--- src/rtl/isa_pkg.sv ---
// rtl/isa_pkg.sv - shared reduced-ARM instruction format constants for encoder and decoder
package isa_pkg;

  localparam int INSTR_W = 16;

  typedef enum logic [1:0] {
    FMT_R   = 2'd0,
    FMT_I5  = 2'd1,
    FMT_I8  = 2'd2,
    FMT_I11 = 2'd3
  } fmt_e;

  localparam int OP_MSB    = 15;
  localparam int OP_LSB    = 11;
  localparam int WSEL_MSB  = 10;
  localparam int WSEL_LSB  = 8;
  localparam int ASEL_MSB  = 7;
  localparam int ASEL_LSB  = 5;
  localparam int BSEL_MSB  = 4;
  localparam int BSEL_LSB  = 2;
  localparam int IMM5_MSB  = 4;
  localparam int IMM8_MSB  = 7;
  localparam int IMM11_MSB = 10;

  typedef enum logic [1:0] {
    ST_IDLE  = 2'd0,
    ST_LOAD  = 2'd1,
    ST_DRAIN = 2'd2,
    ST_DONE  = 2'd3
  } ld_state_e;

endpackage

--- src/rtl/instr_fifo.sv ---
// rtl/instr_fifo.sv - synchronous DEPTH x W word FIFO with occupancy count and flush
module instr_fifo
  import isa_pkg::*;
#(
  parameter int DEPTH = 4,
  parameter int W     = INSTR_W,
  localparam int AW   = $clog2(DEPTH)
) (
  input  logic          clk,
  input  logic          rst,
  input  logic          flush_i,
  input  logic          push_i,
  input  logic [W-1:0]  wdata_i,
  input  logic          pop_i,
  output logic [W-1:0]  rdata_o,
  output logic [AW:0]   count_o,
  output logic          empty_o
);

  logic [W-1:0]  mem_q [DEPTH];
  logic [AW-1:0] wr_ptr_q;
  logic [AW-1:0] rd_ptr_q;
  logic [AW:0]   count_q;
  logic          do_push;
  logic          do_pop;

  assign do_pop  = pop_i && (count_q != '0);
  assign do_push = push_i && (count_q != (AW+1)'(DEPTH));

  always_ff @(posedge clk or posedge rst) begin
    if (rst) begin
      wr_ptr_q <= '0;
      rd_ptr_q <= '0;
      count_q  <= '0;
    end else if (flush_i) begin
      wr_ptr_q <= '0;
      rd_ptr_q <= '0;
      count_q  <= '0;
    end else begin
      if (do_push) wr_ptr_q <= wr_ptr_q + AW'(1);
      if (do_pop)  rd_ptr_q <= rd_ptr_q + AW'(1);
      count_q <= count_q + (AW+1)'(do_push) - (AW+1)'(do_pop);
    end
  end

  // Storage carries no reset; occupancy alone decides what is valid.
  always_ff @(posedge clk) begin
    if (do_push && !flush_i) mem_q[wr_ptr_q] <= wdata_i;
  end

  assign rdata_o = mem_q[rd_ptr_q];
  assign count_o = count_q;
  assign empty_o = (count_q == '0);

endmodule

--- src/rtl/instr_encoder_loader.sv ---
// rtl/instr_encoder_loader.sv - packs instruction fields and streams them into imem; LOADER_CHECKSUM_EN adds checksum
module instr_encoder_loader
  import isa_pkg::*;
#(
  parameter int DEPTH  = 4,
  parameter int ADDR_W = 8
) (
  input  logic               clk,
  input  logic               rst,
  input  logic               start,
  input  logic               in_valid,
  output logic               in_ready,
  input  logic               in_last,
  input  logic [1:0]         in_fmt,
  input  logic [4:0]         in_op,
  input  logic [2:0]         in_wsel,
  input  logic [2:0]         in_asel,
  input  logic [2:0]         in_bsel,
  input  logic [10:0]        in_imm,
  output logic               imem_we,
  output logic [ADDR_W-1:0]  imem_addr,
  output logic [INSTR_W-1:0] imem_wdata,
  output logic               busy,
  output logic               load_done,
`ifdef LOADER_CHECKSUM_EN
  output logic [INSTR_W-1:0] checksum,
`endif
  output logic               wrap_err
);

  localparam int AW = $clog2(DEPTH);

  ld_state_e           state_q, state_d;
  logic [INSTR_W-1:0]  enc_word;
  logic [INSTR_W-1:0]  fifo_rdata;
  logic [AW:0]         fifo_count;
  logic                fifo_empty;
  logic                push;
  logic                pop;
  logic                clear;
  logic                imem_we_q;
  logic [ADDR_W-1:0]   imem_addr_q;
  logic [INSTR_W-1:0]  imem_wdata_q;
  logic [ADDR_W-1:0]   cnt_q;
  logic                wrap_q;

  always_comb begin
    enc_word = '0;
    enc_word[OP_MSB:OP_LSB] = in_op;
    case (fmt_e'(in_fmt))
      FMT_R: begin
        enc_word[WSEL_MSB:WSEL_LSB] = in_wsel;
        enc_word[ASEL_MSB:ASEL_LSB] = in_asel;
        enc_word[BSEL_MSB:BSEL_LSB] = in_bsel;
      end
      FMT_I5: begin
        enc_word[WSEL_MSB:WSEL_LSB] = in_wsel;
        enc_word[ASEL_MSB:ASEL_LSB] = in_asel;
        enc_word[IMM5_MSB:0]        = in_imm[IMM5_MSB:0];
      end
      FMT_I8: begin
        enc_word[WSEL_MSB:WSEL_LSB] = in_wsel;
        enc_word[IMM8_MSB:0]        = in_imm[IMM8_MSB:0];
      end
      default: enc_word[IMM11_MSB:0] = in_imm[IMM11_MSB:0];
    endcase
  end

  assign in_ready  = (state_q == ST_LOAD) && (fifo_count < (AW+1)'(DEPTH));
  assign push      = in_valid && in_ready;
  assign pop       = !fifo_empty && ((state_q == ST_LOAD) || (state_q == ST_DRAIN));
  assign busy      = (state_q == ST_LOAD) || (state_q == ST_DRAIN);
  assign load_done = (state_q == ST_DONE);

  always_ff @(posedge clk or posedge rst) begin
    if (rst) state_q <= ST_IDLE;
    else     state_q <= state_d;
  end

  // Leaving DRAIN on an empty FIFO lines DONE up with the edge that retires the final write.
  always_comb begin
    state_d = state_q;
    clear   = 1'b0;
    case (state_q)
      ST_IDLE, ST_DONE: begin
        if (start) begin
          state_d = ST_LOAD;
          clear   = 1'b1;
        end
      end
      ST_LOAD:  if (push && in_last) state_d = ST_DRAIN;
      ST_DRAIN: if (fifo_empty) state_d = ST_DONE;
      default:  state_d = ST_IDLE;
    endcase
  end

  instr_fifo #(
    .DEPTH (DEPTH),
    .W     (INSTR_W)
  ) u_fifo (
    .clk     (clk),
    .rst     (rst),
    .flush_i (clear),
    .push_i  (push),
    .wdata_i (enc_word),
    .pop_i   (pop),
    .rdata_o (fifo_rdata),
    .count_o (fifo_count),
    .empty_o (fifo_empty)
  );

  always_ff @(posedge clk or posedge rst) begin
    if (rst) begin
      imem_we_q    <= 1'b0;
      imem_addr_q  <= '0;
      imem_wdata_q <= '0;
      cnt_q        <= '0;
      wrap_q       <= 1'b0;
    end else begin
      imem_we_q <= pop;
      if (clear) begin
        cnt_q  <= '0;
        wrap_q <= 1'b0;
      end else if (pop) begin
        imem_addr_q  <= cnt_q;
        imem_wdata_q <= fifo_rdata;
        cnt_q        <= cnt_q + ADDR_W'(1);
        if (&cnt_q) wrap_q <= 1'b1;
      end
    end
  end

  assign imem_we    = imem_we_q;
  assign imem_addr  = imem_addr_q;
  assign imem_wdata = imem_wdata_q;
  assign wrap_err   = wrap_q;

`ifdef LOADER_CHECKSUM_EN
  logic [INSTR_W-1:0] csum_q;

  always_ff @(posedge clk or posedge rst) begin
    if (rst)        csum_q <= '0;
    else if (clear) csum_q <= '0;
    else if (pop)   csum_q <= csum_q ^ fifo_rdata;
  end

  assign checksum = csum_q;
`endif

endmodule

--- config.mk ---
export PLATFORM = sky130hd
export DESIGN_NAME = instr_encoder_loader
export DESIGN_NICKNAME = d
export VERILOG_FILES = /design/src/rtl/isa_pkg.sv /design/src/rtl/instr_fifo.sv /design/src/rtl/instr_encoder_loader.sv
export SDC_FILE = /design/constraint.sdc
export NUM_CORES = 1
export LEC_CHECK = 0
export CAP_MARGIN = 20
export CORE_MARGIN = 5
export CORE_UTILIZATION = 25
export DETAILED_ROUTE_END_ITERATION = 12
export GPL_ROUTABILITY_DRIVEN = 1
export SLEW_MARGIN = 40
export SYNTH_ARGS = -nofsm -noshare
export SYNTH_HDL_FRONTEND = slang
export SYNTH_HIERARCHICAL = 1
export SYNTH_SLANG_ARGS = --single-unit
--- constraint.sdc ---
create_clock -name clk -period 7.1 [get_ports clk]
set_input_delay 0.71 -clock clk [delete_from_list [all_inputs] [get_ports clk]]
set_output_delay 0.71 -clock clk [all_outputs]
set_load 0.02 [all_outputs]
==> flow_summary.json, run 1 <==
{
  "status": "finished, final reports clean",
  "reg2reg_slack_ns": 3.72,
  "clkSlewWorstSetupHoldPaths_ns": 0.06,
  "synth-xor-area-share": 0.00581,
  "final.setup.tns_ns": 0,
  "cp-start-kind": "flip-flop",
  "portBuffers": 60,
  "ios": 61,
  "min_period_over_period": 0.477,
  "yosysWarnings": 6,
  "fmaxAchievable_mhz": 295,
  "place_congestion": 0.735,
  "post_cts_buffers": 0,
  "max_cap_violations": 0,
  "syn_area_per_cell_sq_um": 14.4,
  "syn-cell-area_sq_um": 4520,
  "synth_fp_nets": 357,
  "synth_top_family_by_area": "multiplexers",
  "synthAdderAreaFrac": 0.0321,
  "crit_type": "reg -> reg",
  "wirelength_um": 8920,
  "grt_pass1_vias": 2709,
  "synth_edf_count": 64,
  "relSlewSlack": 0.470,
  "via_per_inst": 4.23,
  "finalMaxSlewViolations": 0,
  "syn_to_final_growth_pct": 25.3,
  "drive_gt1_frac": 0.115,
  "start_util": 0.252,
  "worst_pin_slew_ns": 0.795,
  "drt_iter0_drc": 144,
  "numCtsBuffers": 9,
  "rsz0062_at_grt": "false",
  "cp_max_fo": 34,
  "die_w_um": 144,
  "worst_clock_skew_ns": 0.00751,
  "post-dp-hpwl_um": 6190,
  "grt_max_degree": 37,
  "total_power_mw": 2.14,
  "cts.sinks": 107,
  "synth-compound-area-share": 0.0282,
  "worstSetupStartpoint": "u_fifo/count_o[1]",
  "yosys_register_bits": 107,
  "fin_crit_ns": 3.38,
  "ff2ff_path_depth": 13,
  "yosys.area_share.simple": 0.116,
  "rows": 49,
  "drc": 0,
  "grt_remaining_overflow": 0,
  "ant_nets": 0,
  "holdBufCountCts": 0,
  "synth-main-ff-cell": "edfxtp_1",
  "hold_viol": 0,
  "die_area_sq_um": 20900,
  "routedWlPerCell_um": 14.6,
  "setup_viol": 0,
  "async_flop_share": 0.402,
  "r2r-end": "u_fifo/count_o[2]",
  "groute.usage.overall": 0.0897,
  "htree_levels": 3,
  "endpoint": "u_fifo/count_o[2]",
  "crit_required_ns": 7.31,
  "power_leakage_nw": 2.21,
  "fill_cells": 1762,
  "reg2reg_from": "u_fifo/count_o[1]",
  "power_density_nw_per_um2": 377,
  "dieHeight_um": 144,
  "grt_first_pass_wirelength_um": 14300,
  "vias": 2582,
  "n_antenna_cell": 0,
  "syn_inst": 314,
  "cts_tree": "built",
  "hold_slack_ns": 0.474,
  "synth_cell_types": 43,
  "ys_seq_area_frac": 0.663,
  "dr.pass1.iters": 4,
  "cts.root.buffer_cell": "clkbuf_16",
  "critPathCaptureType": "flip-flop",
  "hold_path.class": "reg -> reg",
  "cts-resized-gates": 0,
  "cp.arrival_ns": 3.60,
  "nNetsFinal": 419,
  "clockBufferDepth": 2,
  "ir_drop_mv": 0.243,
  "synthMuxAreaShare": 0.122,
  "clkLatencyLatePin_ns": 0.34,
  "antenna_found_initial": 0,
  "core_area_sq_um": 17900
}
[per-stage QoR]
step | utilization | worst slack [ns] | instances | area, sq um
detailed placement | 0.299 | 3.72 | 594 | 5350
CTS | 0.316 | 3.69 | 610 | 5660
global route | 0.316 | 3.44 | 610 | 5660
floorplan | - | 4.38 | 314 | 4520
finish | 0.316 | 3.72 | 610 | 5660
global placement | 0.298 | 3.89 | 593 | 5330
[cell type report]
cell class	instances	area, sq um	area share
clock buffers	12	236	0.0418
clock inverters	4	76.3	0.0135
repair buffers	63	631	0.111
inverters	14	52.6	0.00928
well taps	229	287	0.0506
flip-flops and latches	107	3000	0.530
multi-input cells	181	1380	0.244
[worst min-delay path by stage]
stage	from	slack, ns	to	depth (start not counted)
5_1_grt	imem_addr[5]	0.50	imem_addr[5]	2
6_report	imem_addr[0]	0.47	imem_addr[0]	2
3_5_place_dp	imem_wdata[11]	0.47	imem_wdata[11]	2
2_1_floorplan	cnt_q[7]	0.47	cnt_q[7]	1
4_1_cts	imem_wdata[11]	0.48	imem_wdata[11]	2
3_3_place_gp	imem_addr[5]	0.46	imem_addr[5]	2
[flip-flops by register name, indices dropped and copies added (netlist names), 2 cells and up]
name,count
state_q,2
cnt_q,8
imem_addr,8
u_fifo/wr_ptr_q,2
u_fifo/mem_q,64
imem_wdata,16
u_fifo/count_o,3
u_fifo/rd_ptr_q,2
[layout by cell type, fill, tap and decap left out, types with 4 or more instances in the layout]
master | synthesis | final
a21oi_1 | 6 | 6
clkbuf_16 | 0 | 9
clkdlybuf4s50_1 | 0 | 60
dfrtp_1 | 43 | 42
edfxtp_1 | 64 | 64
ha_1 | 10 | 10
inv_1 | 13 | 13
mux2_2 | 10 | 10
mux2i_1 | 5 | 5
mux4_1 | 8 | 8
mux4_2 | 8 | 8
nand2_1 | 82 | 82
nand3_1 | 4 | 4
nor2_1 | 7 | 7
nor2b_1 | 5 | 5
[report_power, final]
group,total [mW],switching [mW],internal (mW)
Clock,0.512,0.203,0.310
Combinational,0.747,0.424,0.323
Sequential,0.876,0.102,0.773
Total,2.14,0.729,1.41
[logic make-up after synthesis]
| family | Yosys count |
|---|---|
| compound gates | 18 |
| xor+xnor | 3 |
| fa+ha+maj | 11 |
| buf+inv | 26 |
| flops | 107 |
| mux | 31 |
| simple gates | 118 |
[synth_stat cells (2+ instances only)]
cell type,n,share of area
o21ai_1,3,0.0033
nor2b_1,5,0.0069
edfxtp_1,64,0.43
nor2_1,7,0.0058
dfrtp_1,43,0.24
xor2_1,2,0.0039
and2_1,5,0.0069
buf_6,3,0.0075
mux2_2,10,0.025
mux4_1,8,0.047
nand4_1,2,0.0028
nand2_1,82,0.068
mux4_2,8,0.040
nand3_1,4,0.0044
clkbuf_1,3,0.0025
ha_1,10,0.028
mux2i_1,5,0.011
or3_1,2,0.0028
nor3_1,2,0.0022
buf_2,4,0.0044
a21oi_1,6,0.0066
nand2b_1,3,0.0042
inv_1,13,0.011
[worst max-delay path: stages, from the launching register on]
cell	delay, ns
dfrtp_1	0.45
nor3_1	0.45
or2_1	0.17
buf_4	0.34
inv_2	0.36
o31ai_1	0.22
inv_1	0.09
ha_1	0.30
inv_1	0.06
ha_1	0.13
inv_1	0.05
fa_1	0.37
xnor2_1	0.18
nor2_1	0.06
[per-layer routing]
layer,up-vias,part of all wire,GRT usage
met5,-,0,0
met4,0,0.0085,0.0221
met3,7,0.055,0.0304
met2,60,0.48,0.145
met1,1278,0.45,0.117
li1,1237,-,-
No activity file was read; power rests on OpenSTA's default activity.
==> inputs of run 2 (changes only) <==
==> constraint.sdc (replaced) <==
create_clock -name clk -period 2.78 [get_ports clk]
set_input_delay 0.278 -clock clk [delete_from_list [all_inputs] [get_ports clk]]
set_output_delay 0.278 -clock clk [all_outputs]
set_load 0.02 [all_outputs]
==> flow_summary.json, run 2 (synthesized netlist as in run 1, its figures left out) <==
{
  "status": "finished, final reports clean",
  "crit_required_ns": 3.02,
  "final.setup.tns_ns": 0,
  "fin_crit_ns": 2.55,
  "p_clk_frac": 0.226,
  "worst_pin_slew_ns": 0.501,
  "fmaxAchievable_mhz": 393,
  "start_util": 0.252,
  "multi_input_area_sq_um": 1380,
  "numCtsBuffers": 9,
  "stdcell_area_sq_um": 5720,
  "largest_register": "u_fifo/mem_q",
  "groute.usage.overall": 0.0923,
  "mostFrequentLayoutCell": "nand2_1",
  "crit_type": "reg -> reg",
  "mostFrequentLayoutCells": "nand2_1, edfxtp_1, clkdlybuf4s50_1",
  "holdBufCountCts": 0,
  "core_area_sq_um": 17900,
  "via_per_inst": 4.25,
  "stdcell_count": 620,
  "worstSetupStartpoint": "state_q[1]",
  "worst_slack_ns": 0.234,
  "cts-resized-gates": 0,
  "syn_to_final_growth_pct": 26.7,
  "drc": 0,
  "post-dp-hpwl_um": 6010,
  "critical_path.most_common_cell": "inv_1",
  "max_cap_violations": 0,
  "setup_viol": 0,
  "grt_first_pass_wirelength_um": 14600,
  "p_int_mw": 3.49,
  "slowest_stage": "dfrtp_1",
  "wirelength_um": 9060,
  "die_w_um": 144,
  "cp_top_family": "adder cells",
  "total_power_mw": 5.46,
  "p_comb_frac": 0.378,
  "fill_cells": 1753,
  "cp.arrival_ns": 2.79,
  "drive_gt1_frac": 0.141,
  "portBuffers": 60,
  "grt_remaining_overflow": 0,
  "antenna_found_initial": 1,
  "vias": 2638,
  "die_area_sq_um": 20900,
  "hold_slack_ns": 0.247,
  "dr.pass1.iters": 4,
  "critPathCaptureType": "flip-flop",
  "cts.sinks": 107,
  "grt_pass1_vias": 2755,
  "relSlewSlack": 0.665,
  "nNetsFinal": 429,
  "cp_cell_sequence": "inv_1 > ha_1 > nor2b_1 > and2_1 > a21boi_2 > inv_1 > ha_1 > inv_1 > ha_1 > inv_1 > fa_1 > xnor2_1 > nor2_1",
  "placedCellCount": 604,
  "clockBufferDepth": 2,
  "reg2reg_from": "state_q[1]",
  "slowest_delay_ns": 0.41,
  "worst_clock_skew_ns": 0.00424,
  "placed_cell_area_sq_um": 5420,
  "hold_path.class": "in -> async",
  "cts.root.buffer_cell": "clkbuf_16",
  "reg2reg_slack_ns": 0.23,
  "rows": 49,
  "ant_nets": 0,
  "power_leakage_nw": 2.26,
  "largest_reg_flops": 64,
  "rsz0062_at_grt": "false",
  "ios": 61,
  "regArea_sq_um": 3000,
  "cts_tree": "built",
  "finalMaxSlewViolations": 0,
  "post_cts_buffers": 0,
  "switching_share": 0.360,
  "grt_max_degree": 34,
  "routedWlPerCell_um": 14.6,
  "ir_drop_mv": 0.556,
  "utilization": 0.320,
  "crit_buf_inv": 4,
  "place_congestion": 0.736,
  "dieHeight_um": 144,
  "r2r-end": "u_fifo/count_o[2]",
  "n_antenna_cell": 0,
  "min_period_over_period": 0.916,
  "p_sw_mw": 1.97,
  "htree_levels": 3,
  "pre_cts_ws_ns": 0.211,
  "ff2ff_path_depth": 13,
  "seqPwrFrac": 0.396,
  "clkLatencyLatePin_ns": 0.35,
  "power_density_nw_per_um2": 953,
  "drt_iter0_drc": 140,
  "clkSlewWorstSetupHoldPaths_ns": 0.07,
  "cp_max_fo": 5,
  "cp-start-kind": "flip-flop",
  "hold_viol": 0
}
[run 2: cell types whose count changed in the layout (fill, tap and decap cells not counted), sizes merged]
| cell | delta |
|---|---|
| clkinvlp | -1 |
| inv | +3 |
| clkbuf | -3 |
| clkinv | +3 |
| buf | +10 |
| bufinv | -2 |
[run 2: routing by layer]
metal	vias to the layer above	track usage	routed length [um]
met5	-	0	20
met4	2	0.0285	123
met3	11	0.0301	461
met2	60	0.150	4310
met1	1306	0.118	4140
li1	1259	-	-
[run 2: cell type report]
type | instances | share of cell area
Clock buffer | 9 | 0.0393
Clock inverter | 7 | 0.0122
Inverter | 14 | 0.00918
Multi-Input combinational cell | 181 | 0.241
Sequential cell | 107 | 0.524
Tap cell | 229 | 0.0501
Timing Repair Buffer | 73 | 0.124
[run 2: power by group through the flow]
| stage | combinational (mW) | clock [mW] | sequential [mW] |
|---|---|---|---|
| 3_5_place_dp | 2.11 | 0 | 2.19 |
| 6_report | 2.06 | 1.23 | 2.16 |
| 3_3_place_gp | 2.07 | 0 | 2.18 |
| 4_1_cts | 2.12 | 1.28 | 2.16 |
| 5_1_grt | 2.30 | 1.34 | 2.20 |
| 2_1_floorplan | 1.26 | 0 | 2.31 |
[run 2: worst max-delay path by stage]
stage / depth (start not counted) / end / slack (ns)
after detailed placement: 13 / u_fifo/count_o[2] / 0.21
after floorplan: 16 / u_fifo/count_o[2] / 0.06
after global routing: 13 / u_fifo/count_o[2] / 0.02
after global placement: 13 / u_fifo/count_o[2] / 0.36
final: 13 / u_fifo/count_o[2] / 0.23
after CTS: 13 / u_fifo/count_o[2] / 0.18
